==> config.mk <==
export PLATFORM = sky130hd
export DESIGN_NAME = sample_osc
export DESIGN_NICKNAME = d
export VERILOG_FILES = /design/src/rtl/sample_osc.sv
export SDC_FILE = /design/constraint.sdc
export NUM_CORES = 1
export LEC_CHECK = 0
export BUFFER_PORTS_ARGS = -buffer_cell sky130_fd_sc_hd__buf_2
export CAP_MARGIN = 20
export CORE_MARGIN = 4
export CORE_UTILIZATION = 34
export DETAILED_ROUTE_END_ITERATION = 10
export PLACE_DENSITY = 0.51
export SKIP_CTS_REPAIR_TIMING = 1
export SYNTH_ARGS = -nofsm -noshare
export SYNTH_HDL_FRONTEND = slang
export SYNTH_SLANG_ARGS = --single-unit
==> constraint.sdc <==
create_clock -name clk -period 3.8 [get_ports clk]
set_clock_uncertainty 0.1 [all_clocks]
set_input_delay 0.76 -clock clk [delete_from_list [all_inputs] [get_ports clk]]
set_output_delay 0.76 -clock clk [all_outputs]
set_load 0.02 [all_outputs]
==> src/rtl/sample_osc.sv <==
// rtl/sample_osc.sv - phase-accumulator oscillator driven by the rate divider's sample tick
// Stage 1 accumulates phase on each enabled tick; stage 2 shapes the phase into one sample.
module sample_osc #(
  parameter int ACC_W = 16,
  parameter int OUT_W = 8
) (
  input  logic             clk,
  input  logic             rst,
  input  logic             pulse,
  input  logic             en,
  input  logic [ACC_W-1:0] freq_word,
  input  logic [1:0]       wave_sel,
  output logic [OUT_W-1:0] sample,
  output logic             sample_valid,
  output logic             wrap
);

  localparam logic [1:0] SEL_SQUARE = 2'b00;
  localparam logic [1:0] SEL_SAW    = 2'b01;
  localparam logic [1:0] SEL_TRI    = 2'b10;
  localparam logic [1:0] SEL_SILENT = 2'b11;

  localparam logic [OUT_W-1:0] MIDSCALE = {1'b1, {(OUT_W-1){1'b0}}};

  logic [ACC_W-1:0] r_phase;
  logic [1:0]       r_active_sel;
  logic             r_tick_d;
  logic             r_carry_d;
  logic [OUT_W-1:0] r_sample;
  logic             r_sample_valid;
  logic             r_wrap;

  logic [ACC_W:0]   w_sum;
  logic [OUT_W-1:0] w_shape;

  assign w_sum = {1'b0, r_phase} + {1'b0, freq_word};

  // Shaping reads the phase and selection committed on the previous edge.
  always_comb begin
    w_shape = MIDSCALE;
    case (r_active_sel)
      SEL_SQUARE: w_shape = r_phase[ACC_W-1] ? {OUT_W{1'b1}} : {OUT_W{1'b0}};
      SEL_SAW:    w_shape = r_phase[ACC_W-1 -: OUT_W];
      SEL_TRI:    w_shape = r_phase[ACC_W-1] ? ~r_phase[ACC_W-2 -: OUT_W]
                                             :  r_phase[ACC_W-2 -: OUT_W];
      SEL_SILENT: w_shape = MIDSCALE;
      default:    w_shape = MIDSCALE;
    endcase
  end

  always_ff @(posedge clk) begin
    if (rst) begin
      r_phase        <= '0;
      r_active_sel   <= SEL_SILENT;
      r_tick_d       <= 1'b0;
      r_carry_d      <= 1'b0;
      r_sample       <= MIDSCALE;
      r_sample_valid <= 1'b0;
      r_wrap         <= 1'b0;
    end else begin
      // While stopped the selection follows the request directly.
      if (!en) begin
        r_active_sel <= wave_sel;
        r_tick_d     <= 1'b0;
        r_carry_d    <= 1'b0;
      end else if (pulse) begin
        r_phase   <= w_sum[ACC_W-1:0];
        r_carry_d <= w_sum[ACC_W];
        r_tick_d  <= 1'b1;
        if (w_sum[ACC_W]) begin
          r_active_sel <= wave_sel;
        end
      end else begin
        r_tick_d  <= 1'b0;
        r_carry_d <= 1'b0;
      end

      if (r_tick_d) begin
        r_sample       <= w_shape;
        r_sample_valid <= 1'b1;
        r_wrap         <= r_carry_d;
      end else begin
        r_sample_valid <= 1'b0;
        r_wrap         <= 1'b0;
      end
    end
  end

  assign sample       = r_sample;
  assign sample_valid = r_sample_valid;
  assign wrap         = r_wrap;

endmodule

==> impl_metrics.json <==
{
  "totalPowerFinal_uw": 999,
  "critPathRequiredTime_ps": 3910,
  "clk_latency_ps": 290,
  "die_w_um": 88.4,
  "fin_cells": 365,
  "clock_path_buffers": 2,
  "antenna_found_initial": 0,
  "rsz0062_at_grt": "no",
  "layout_commonest_cell": "buf_2",
  "synth_seq_cells": 30,
  "crit_top_cell": "o21a_1",
  "clk_pin_slew_ps": 70,
  "wirelength_um": 5860,
  "synth_cells": 264,
  "multi_input_area_um2": 1460,
  "dieArea_um2": 7820,
  "startpoint_type": "input pin",
  "synth_flop_cell": "dfxtp_1",
  "rows": 29,
  "io_pins": 32,
  "critical-path-slowest-cell": "fa_1",
  "syn_area_um2": 2200,
  "ys_seq_area_share_pct": 27.3,
  "initial_core_util_pct": 34.8,
  "setup_tns_ps": 0,
  "critical_path.top_delay_family": "compound AO/OA/AOI/OAI gates",
  "syn_area_per_cell_um2": 8.33,
  "num_antenna_cells": 0,
  "routed_via_density": 5.67,
  "slew_viol_final": 0,
  "grt_pass1_wl_um": 9850,
  "grt_pass1_vias": 1954,
  "slowest_delay_ps": 430,
  "numCtsBuffers": 5,
  "grt.overflow.total": 0,
  "synth_top_area_share_pct": 27.3,
  "final_layout_size_suffix_gt1_share_pct": 17.0,
  "finalHoldWorstSlack_ps": 326,
  "ir_drop_uv": 149,
  "worst-setup-path-type": "input pin to flop",
  "area_growth_pct": 13.4,
  "final_antenna_net_count": 0,
  "first_pass_iters": 4,
  "post-route-period-util_pct": 69.0,
  "tightest_slew_ps": 758,
  "seq_area_um2": 601,
  "htreeDepth": 2,
  "path_cells": "buf_2, ha_1, fa_1, a211oi_1, o21bai_1, o21a_1, o21a_1, o211ai_1",
  "clockRootBuffer": "clkbuf_8",
  "ys_warn_count": 0,
  "path_buf_inv": 1,
  "syn_nets": 303,
  "synth.largest_area_cell": "dfxtp_1",
  "slew_headroom_pct": 49.4,
  "async_flop_share_pct": 0,
  "max_cap_violations": 0,
  "synth_area_leaders": "dfxtp_1 27%, ha_1 9.1%, a21oi_1 5.7%, nand3_1 4.3%, o211ai_1 4.1%",
  "nFillCells": 652,
  "arrival_ps": 2740,
  "hold_class": "flop to flop",
  "powerDensity_nw_per_um2": 401,
  "drtIter0Drc": 89,
  "setup_viol": 0,
  "vias": 2071,
  "grt_start_max_net_pins": 25,
  "hold_viol_final": 0,
  "die_h_um": 88.4,
  "synth_cell_types": 53,
  "track_usage_pct": 16.3,
  "fmax_mhz": 381,
  "cts.sinks": 30,
  "dp_cells": 357,
  "portBuffers": 31,
  "min_period_ps": 2620,
  "layout_common_cells": "31 x buf_2, 30 x dfxtp_1, 25 x a21oi_1",
  "routedWlPerCell_um": 16.0,
  "hpwl_um": 4430,
  "p_leak_nw": 1.02,
  "gp_congestion": 0.882,
  "drcViolationCount": 0,
  "crit_path_max_fanout": 6,
  "tritoncts": "built",
  "final_nets": 326,
  "end_kind": "flop",
  "coreArea_um2": 6310,
  "run_status": "completed",
  "synth_edf_count": 0
}
[state kept, by name, summed over array words and instances (netlist names)]
name / flops
r_phase: 16
r_carry_d: 1
wrap: 1
sample: 8
r_active_sel: 2
r_tick_d: 1
sample_valid: 1
[layout make-up]
| cell class | count | share of cell area (%) |
|---|---|---|
| multi-input cells | 211 | 58.6 |
| repair buffers | 33 | 6.82 |
| well taps | 77 | 3.86 |
| clock buffers | 6 | 3.31 |
| flip-flops and latches | 30 | 24.1 |
| inverters | 6 | 0.903 |
| clock inverters | 2 | 2.41 |
[path summary, 6_finish.rpt]
| kind | startpoint | endpoint | slack [ps] | cells past startpoint |
|---|---|---|---|---|
| worst min register to register | r_carry_d$_SDFF_PP0_ | wrap$_SDFF_PP0_ | 330 | 1 |
| worst max register to register | r_phase[10]$_SDFFE_PP0P_ | r_phase[15]$_SDFFE_PP0P_ | 1370 | 6 |
| worst max-delay path | freq_word[0] | r_active_sel[0]$_SDFFE_PP1P_ | 1180 | 8 |
| worst min-delay path | r_carry_d$_SDFF_PP0_ | wrap$_SDFF_PP0_ | 330 | 1 |
[power breakdown]
part	total (mW)	switching, mW	internal, mW
clock network	0.412	0.132	0.280
logic	0.224	0.132	0.0921
registers	0.363	0.0286	0.335
[synthesized netlist by cell type, types with 3 or more instances]
library cell / n
a211oi_1: 3
o21ai_0: 10
mux2i_1: 7
clkbuf_8: 3
o211ai_1: 12
dfxtp_1: 30
and3_1: 6
clkbuf_1: 10
ha_1: 16
a31oi_1: 5
o21a_1: 7
and2_1: 4
a21o_1: 3
nor3_1: 3
o21ai_1: 4
nand2_1: 15
o21bai_1: 3
a21oi_1: 25
o221ai_1: 8
nor2b_1: 5
or3_1: 3
nand3_1: 19
o2111ai_1: 4
nor2_1: 14
inv_1: 6
nand4_1: 3
[through the flow]
step | instance area [µm²] | util [%] | worst slack, ps
after global routing | 2490 | 39.5 | 978
after global placement | 2350 | 37.2 | 920
after floorplan | 2200 | - | 1150
final | 2490 | 39.5 | 1180
after detailed placement | 2350 | 37.2 | 861
after CTS | 2490 | 39.5 | 1180
[cell families after synthesis]
family	synth area share, %
buf+inv	6.20
xor+xnor	1.59
fa+ha+maj	10.0
simple gates	20.6
flops	27.3
mux	3.19
compound gates	31.1
[routing by layer]
metal / part of all wire, % / global-route usage [%]
met1: 51 / 22.6
met2: 44 / 25.0
met3: 3.2 / 3.35
met4: 1.4 / 5.63
met5: 0 / 0
(Power assumes the default switching activity.)
